`src/rtl/uart_fifo_mmio.sv`:
```
// UART MMIO window with RX/TX byte FIFOs, fill-level status and sticky overflow flags.
// Optional UART_FIFO_IRQ_EN adds an RX-threshold/overflow interrupt and its STATUS controls.
module uart_fifo_mmio #(
    parameter int RX_DEPTH = 16,
    parameter int TX_DEPTH = 16,
    parameter int LVL_W    = $clog2((RX_DEPTH > TX_DEPTH) ? RX_DEPTH : TX_DEPTH) + 1
) (
    input  logic        clk,
    input  logic        rst,
    input  logic        req_valid,
    input  logic        req_we,
    input  logic [1:0]  req_addr,
    input  logic [31:0] req_wdata,
    output logic        rsp_valid,
    output logic [31:0] rsp_rdata,
    output logic        tx_valid,
    input  logic        tx_ready,
    output logic [7:0]  tx_data,
    input  logic        rx_valid,
    output logic        rx_ready,
    input  logic [7:0]  rx_data
`ifdef UART_FIFO_IRQ_EN
    ,
    output logic        irq
`endif
);

    function automatic bit is_pow2(input int v);
        return (v > 0) && ((v & (v - 1)) == 0);
    endfunction

    if (!is_pow2(RX_DEPTH) || RX_DEPTH < 2) begin : g_bad_rx
        $error("RX_DEPTH must be a power of two >= 2");
    end
    if (!is_pow2(TX_DEPTH) || TX_DEPTH < 2) begin : g_bad_tx
        $error("TX_DEPTH must be a power of two >= 2");
    end
    if (LVL_W > 8) begin : g_bad_lvl
        $error("LVL_W must be <= 8");
    end

    localparam int RA_W = $clog2(RX_DEPTH);
    localparam int TA_W = $clog2(TX_DEPTH);
    localparam logic [LVL_W-1:0] RX_FULL = LVL_W'(RX_DEPTH);
    localparam logic [LVL_W-1:0] TX_FULL = LVL_W'(TX_DEPTH);

    localparam logic [1:0] A_CTRL = 2'd0;
    localparam logic [1:0] A_RX   = 2'd1;
    localparam logic [1:0] A_TX   = 2'd2;
    localparam logic [1:0] A_STAT = 2'd3;

    typedef struct packed {
        logic rx_avail;
        logic tx_free;
    } uart_ctrl_t;

    logic [7:0]       rx_mem [RX_DEPTH];
    logic [7:0]       tx_mem [TX_DEPTH];
    logic [RA_W-1:0]  rx_wp;
    logic [RA_W-1:0]  rx_rp;
    logic [TA_W-1:0]  tx_wp;
    logic [TA_W-1:0]  tx_rp;
    logic [LVL_W-1:0] rx_level;
    logic [LVL_W-1:0] tx_level;
    logic             rx_ovf;
    logic             tx_ovf;

    logic rd_req, wr_req;
    logic rx_empty, rx_full, tx_empty, tx_full;
    logic rx_pop, rx_push, rx_drop;
    logic tx_pop, tx_wr, tx_push, tx_drop;
    logic stat_wr;
    logic [7:0] rx_lvl8, tx_lvl8;
    logic [31:0] status_word;
    logic [31:0] rd_mux;
    uart_ctrl_t ctrl;

    assign rd_req   = req_valid & ~req_we;
    assign wr_req   = req_valid & req_we;
    assign rx_empty = (rx_level == '0);
    assign rx_full  = (rx_level == RX_FULL);
    assign tx_empty = (tx_level == '0);
    assign tx_full  = (tx_level == TX_FULL);

    // A pop in the same cycle frees the slot a full-FIFO push needs.
    assign rx_pop  = rd_req & (req_addr == A_RX) & ~rx_empty;
    assign rx_push = rx_valid & (~rx_full | rx_pop);
    assign rx_drop = rx_valid & rx_full & ~rx_pop;
    assign tx_pop  = ~tx_empty & tx_ready;
    assign tx_wr   = wr_req & (req_addr == A_TX);
    assign tx_push = tx_wr & (~tx_full | tx_pop);
    assign tx_drop = tx_wr & tx_full & ~tx_pop;
    assign stat_wr = wr_req & (req_addr == A_STAT);

    assign tx_valid = ~tx_empty;
    assign tx_data  = tx_mem[tx_rp];
    assign rx_ready = 1'b1;

    always_ff @(posedge clk) begin
        if (rx_push) rx_mem[rx_wp] <= rx_data;
        if (tx_push) tx_mem[tx_wp] <= req_wdata[7:0];
    end

    always_ff @(posedge clk) begin
        if (rst) begin
            rx_wp    <= '0;
            rx_rp    <= '0;
            tx_wp    <= '0;
            tx_rp    <= '0;
            rx_level <= '0;
            tx_level <= '0;
        end else begin
            if (rx_push) rx_wp <= rx_wp + RA_W'(1);
            if (rx_pop)  rx_rp <= rx_rp + RA_W'(1);
            if (tx_push) tx_wp <= tx_wp + TA_W'(1);
            if (tx_pop)  tx_rp <= tx_rp + TA_W'(1);
            rx_level <= rx_level + LVL_W'(rx_push) - LVL_W'(rx_pop);
            tx_level <= tx_level + LVL_W'(tx_push) - LVL_W'(tx_pop);
        end
    end

    // A new overflow beats a simultaneous write-one-to-clear.
    always_ff @(posedge clk) begin
        if (rst) begin
            rx_ovf <= 1'b0;
            tx_ovf <= 1'b0;
        end else begin
            if (rx_drop)                     rx_ovf <= 1'b1;
            else if (stat_wr & req_wdata[16]) rx_ovf <= 1'b0;
            if (tx_drop)                     tx_ovf <= 1'b1;
            else if (stat_wr & req_wdata[17]) tx_ovf <= 1'b0;
        end
    end

    always_comb begin
        rx_lvl8 = '0;
        tx_lvl8 = '0;
        rx_lvl8[LVL_W-1:0] = rx_level;
        tx_lvl8[LVL_W-1:0] = tx_level;
    end

`ifdef UART_FIFO_IRQ_EN
    logic [7:0] rx_thresh;
    logic [7:0] thr_eff;
    logic       irq_en;
    logic       unused_wdata;

    assign unused_wdata = ^{req_wdata[31:29], req_wdata[19:18], req_wdata[15:8]};
    assign thr_eff = (rx_thresh == 8'd0) ? 8'd1 : rx_thresh;

    always_ff @(posedge clk) begin
        if (rst) begin
            rx_thresh <= 8'd1;
            irq_en    <= 1'b0;
            irq       <= 1'b0;
        end else begin
            if (stat_wr) begin
                rx_thresh <= req_wdata[27:20];
                irq_en    <= req_wdata[28];
            end
            irq <= irq_en & ((rx_lvl8 >= thr_eff) | rx_ovf | tx_ovf);
        end
    end

    assign status_word = {3'd0, irq_en, rx_thresh, 2'd0,
                          tx_ovf, rx_ovf, tx_lvl8, rx_lvl8};
`else
    logic unused_wdata;

    assign unused_wdata = ^{req_wdata[31:18], req_wdata[15:8]};
    assign status_word = {14'd0, tx_ovf, rx_ovf, tx_lvl8, rx_lvl8};
`endif

    assign ctrl.rx_avail = ~rx_empty;
    assign ctrl.tx_free  = ~tx_full;

    always_comb begin
        rd_mux = '0;
        unique case (req_addr)
            A_CTRL: rd_mux = {30'd0, ctrl};
            A_RX:   rd_mux = rx_empty ? 32'd0 : {24'd0, rx_mem[rx_rp]};
            A_TX:   rd_mux = '0;
            A_STAT: rd_mux = status_word;
        endcase
    end

    always_ff @(posedge clk) begin
        if (rst) begin
            rsp_valid <= 1'b0;
            rsp_rdata <= '0;
        end else begin
            rsp_valid <= rd_req;
            if (rd_req) rsp_rdata <= rd_mux;
        end
    end

endmodule

```
`config.mk`:
```
export PLATFORM = sky130hd
export DESIGN_NAME = uart_fifo_mmio
export DESIGN_NICKNAME = d
export VERILOG_FILES = /design/src/rtl/uart_fifo_mmio.sv
export SDC_FILE = /design/constraint.sdc
export NUM_CORES = 1
export LEC_CHECK = 0
export CAP_MARGIN = 25
export CORE_MARGIN = 4
export CORE_UTILIZATION = 45
export DETAILED_ROUTE_END_ITERATION = 8
export GPL_TIMING_DRIVEN = 0
export SLEW_MARGIN = 0
export SYNTH_ARGS = -nofsm -noshare
export SYNTH_HDL_FRONTEND = slang
export SYNTH_SLANG_ARGS = --single-unit
```
`constraint.sdc`:
```
create_clock -name clk -period 3.9 [get_ports clk]
set_input_delay 0.39 -clock clk [delete_from_list [all_inputs] [get_ports clk]]
set_output_delay 0.39 -clock clk [all_outputs]
set_load 0.02 [all_outputs]
```
* Word-level counts from Yosys, hierarchy flattened
Memories as Yosys holds them, arrays and structs flattened. A register that Yosys moved wholly into a read port is not among the register bits.
Index checks and enable logic that the tools add are counted.
** Operators by class
- Mux-type cells :: 14
- Reductions and logical operators :: 5
- $add $sub $neg :: 8
- Eq/ne operators :: 5
- Bitwise operators :: 24
** Operators by type and width (count)
- $pmux W32 S4 :: 1
- $add A4 B1 Y4 const B :: 4
- $mux W4 :: 4
- $and A1 B1 Y1 :: 15
- $add A5 B1 Y5 :: 2
- $eq A5 B5 Y1 const B :: 2
- $logic_not A5 Y1 :: 2
- $sub A5 B1 Y5 :: 2
- $mux W1 :: 8
- $mux W8 :: 1
- $not A1 Y1 :: 7
- $eq A2 B2 Y1 const B :: 2
- $reduce_bool A2 Y1 :: 2
- $eq A2 B1 Y1 const B :: 1
- $logic_not A2 Y1 :: 1
- $or A1 B1 Y1 :: 2
** Word-level totals
- Memories kept :: 2
- Register bits :: 61
- Input bits :: 48
- Word-level logic and storage cells :: 68
- Output and inout port bits :: 43
- Bits in writable memories :: 256
** Memories
- rx_mem :: depth 16, bits a word 8, read ports 1, clocked after Yosys merged registers in 1, write ports 1, RTL line 57 : logic [7:0] rx_mem [RX_DEPTH];
- tx_mem :: depth 16, bits a word 8, read ports 1, clocked after Yosys merged registers in 1, write ports 1, RTL line 58 : logic [7:0] tx_mem [TX_DEPTH];

* Logic depth before layout (Yosys ltp)
- Word-level depth :: 8
- Gate-level depth with buffers :: 14
- Gate-level depth less buffers :: 13

* Worst setup path after synthesis
OpenSTA, ideal clock, no wires.
- Path kind :: register -> register
- Start point :: register tx_level[3]
- End point :: register tx_level[4]
- Path buffers :: 1
- Data required time :: 3.830 ns
- Stages on the path, launching flop included :: 15
- Data arrival time :: 3.011 ns
- Library setup time :: 0.070 ns
- Period minus slack after synthesis :: 3.081 ns
- Setup slack :: 0.819 ns
- Cell sequence :: dfxtp_1 > inv_1 > ha_1 > or4b_2 > clkbuf_1 > nand2_1 > inv_1 > ha_1 > inv_1 > ha_1 > fa_1 > a21oi_1 > nor2_1 > or3_1 > a21oi_1
** Between the ends
- Cells in the longest elaborated chain, start to end :: 7
** RTL lines
- start, declared :: RTL line 64 : logic [LVL_W-1:0] tx_level;
- start signal, assigned :: RTL line 118 : tx_level <= tx_level + LVL_W'(tx_push) - LVL_W'(tx_pop);
- $logic_not A5 Y1 (*) :: RTL line 82 : assign tx_empty = (tx_level == '0);
- $not A1 Y1 (*)
- named net tx_valid :: RTL line 16 : output logic tx_valid,
- $and A1 B1 Y1 (*) :: RTL line 89 : assign tx_pop = ~tx_empty & tx_ready;
- $or A1 B1 Y1 :: RTL line 91 : assign tx_push = tx_wr & (~tx_full | tx_pop);
- $and A1 B1 Y1 :: RTL line 91
- $add A5 B1 Y5 :: RTL line 118
- $sub A5 B1 Y5 (*) :: RTL line 118
The timed path passes the listed nets; every way through them passes the cells marked *.
A chain may end at the register's enable or synchronous reset.

==> metrics.txt <==
outcome=finished, final reports clean; startpoint types=flip-flop; final hold slack=0.236 ns; Finished Cell Area=14300 um^2; post-synthesis mux area share=14.7%; global placement routability congestion=0.776; Layout Nets=863; final non-filler cell total=1157; Place WS=0.0943 ns; complex-gate fraction of the synthesized area=2.67%; Post-synth EDFFs=256; main combinational cell family by area after synthesis=multiplexers; area share of the largest cell type after synthesis=62.2%; GR Overflow Total=0; Synth Area in Adders=2.55%; R2R Setup Slk=0.59 ns; crit path time final=3.63 ns; top_reg_cell synth=edfxtp_1; CP top delay family=buffers and inverters; WL met1=10.6 mm; asr flop ratio synth=0%; Die H=174 um; register area share after synthesis=70.6%; die area=30200 um^2; critical path cell sequence=clkbuf_1 > buf_2 > mux4_2 > mux4_2 > clkdlybuf4s50_1; Leakage Power=4.68 nW; Clock Sinks=308; worst min-delay path class=primary input to flip-flop; initial antenna violation count=1; Syn Area/Cell=18.0 um^2; Fill cells=2176; Die W=174 um; Initial Util=45.7%; final period utilization=93.1%; Cells after Synth=687; Commonest cells post-synth=256 x edfxtp_1, 69 x mux4_2, 61 x nor2_1; CTS buffer count=31; core box area=27000 um^2; critical path type=flip-flop to primary output; CP dominant cell by count=mux4_2; r2r endpoint=tx_level[4]; Syn. warnings=0; Tightest Pin Transition=1.00 ns; Synth area leaders=edfxtp_1 62%, mux4_2 13%, dfxtp_1 8.4%, ha_1 2.2%, nor2_1 1.9%; vias in the first global route=6592; combinational group share of total power=17.1%; max cap viols=0; 1st-pass router iterations=5; share of layout cells above drive strength 1=19.0%; CP bufs+invs=3; top-count cell post-synth=edfxtp_1; Worst setup EP type=primary output; worst hold start=tx_ready; clock slew seen by the registers of the worst setup and hold paths=0.06 ns; multi-input logic area=3320 um^2; FF+latch area=8730 um^2; placed cell areas=13400 um^2; Fin. Hold Viols=0; Unique masters post-synth=53; CP Max Fanout=10; WL final=24.9 mm; DRC Markers=0; area delta synth->final=15.7%; Arr. time, crit path=3.24 ns; xor-xnor portion of the synthesized cell area=1.28%; met2 routed WL=13.0 mm; reg2reg start=tx_level[3]; Max Fclk=276 MHz; max layer used=met5; area leader, netlist=edfxtp_1; Sum Neg Setup Slack=0 ns; Vias/cell=5.44; worst skew pair latency=0.56 ns; max-slew violations=0; via count=6293; # IOs=91; Sw Share=24.9%; antenna cells=0; maximum VDD drop=0.000350 V; largest net degree at the start of global routing=17; Mapped Area=12400 um^2; simple-gate share of the synthesized area=4.97%; All-Layer GR Usage=16.5%; Worst path slowest cell=mux4_2; Req. time, crit path=3.51 ns; htree depth=1; WL met3=944 um; # port buffers=48; switching pwr=0.00193 W; clk buf depth=3; placed insts=1099; Hold Path Cell Cnt=3; post-route ant nets=0; CTS tree=yes; clock share of power=34.4%; setup ws final=0.271 ns; row count=60; clock root buffer master=clkbuf_16; RSZ-0062 raised after global routing=no; relative slew slack=32.9%; sequential share of power=48.5%; final setup vio count=0; routed len/inst=21.5 um; max incr delay on CP=0.61 ns; final worst clock skew=0.0247 ns; Internal=0.00582 W; hpwl dp=17.4 mm; Reg2Reg Depth=14; number of DRC markers in iteration 0=479; first-pass GRT wire length=38.9 mm; P per Cell Area=542 nW/um^2; FF+latch count, synth=308
==> state kept, by name, summed over array words and instances, names as in the netlist, named ones only <==
register and flops:
rx_mem 128, tx_mem 128, rsp_rdata 15, rx_level 5
tx_level 5, rx_rp 4, rx_wp 4, tx_rp 4
tx_wp 4, rsp_valid 1, rx_ovf 1, tx_ovf 1
==> worst max path at each step <==
stage,startpoint,end,slack (ns),depth (start not counted)
CTS,flip-flop,tx_data[2],0.21,5
detailed placement,req_addr[1],rx_level[4],0.09,13
global placement,req_addr[1],rx_mem[0][5],0.01,6
global route,flip-flop,tx_data[2],0.07,5
floorplan,tx_level[3],tx_level[4],0.82,14
finish,flip-flop,tx_data[2],0.27,5
==> final cells by class <==
type	count	area share, %
flip-flops and latches	308	61.0
multi-input cells	320	23.2
clock buffers	44	5.91
repair buffers	55	3.60
well taps	341	2.98
plain buffers	54	2.17
clock inverters	14	0.551
inverters	21	0.551
==> power by group through the flow <==
stage	registers, W	clock network, W	logic, W
2_1_floorplan	0.00381	0	0.000917
3_3_place_gp	0.00382	0	0.00130
3_5_place_dp	0.00383	0	0.00134
4_1_cts	0.00376	0.00272	0.00134
5_1_grt	0.00377	0.00287	0.00145
6_report	0.00376	0.00267	0.00132
==> layout by cell type, fill, tap and decap left out, types with 3 or more instances in the layout <==
master	n
nand2_1	13
o21ai_0	6
clkinv_2	4
nand3_1	6
nand2b_1	5
ha_1	22
buf_2	16
nor2_1	61
edfxtp_1	256
mux2i_1	14
mux4_1	4
a222oi_1	3
nor3_1	9
clkbuf_16	31
clkdlybuf4s50_1	48
clkinv_1	7
a21oi_1	11
xor2_1	8
buf_4	19
o22ai_1	3
a21o_1	5
a22oi_1	7
or3_1	3
clkbuf_1	29
conb_1	18
nor2b_1	6
dfxtp_1	52
buf_1	5
inv_1	21
xnor2_1	10
mux4_2	69
nor3b_1	3
==> routing by layer <==
| layer | GRT usage, % | vias up |
|---|---|---|
| met5 | 0 | - |
| met4 | 3.13 | 2 |
| met3 | 2.77 | 33 |
| met2 | 29.5 | 121 |
| met1 | 21.7 | 3266 |
| li1 | - | 2871 |
==> timing repair <==
| action | in CTS | in global routing |
|---|---|---|
| hold buffers | 0 | 0 |
| buffers inserted | 0 | 0 |
| setup endpoints to repair | 0 | 1 |
| resized for setup | 0 | 1 |
==> through the flow <==
| step | util (%) | power (W) |
|---|---|---|
| after CTS | 52.9 | 0.00782 |
| after global routing | 52.9 | 0.00809 |
| after detailed placement | 49.5 | 0.00516 |
| after floorplan | - | 0.00472 |
| after global placement | 49.3 | 0.00512 |
| final | 52.9 | 0.00775 |
==> tightest hold or removal path, stage by stage <==
cell and delay (ns):
clkbuf_2 0.15, nand3_1 0.10, a21oi_1 0.08
==> kinds of logic after synthesis <==
group | after synthesis
DFF | 308
and+or+nand+nor | 124
muxes | 89
buffers and inverters | 75
AOI/OAI and AO/OA | 47
adders and majority gates | 24
xor gates and xnor gates | 18
other | 2
(Power assumes the default switching activity.)
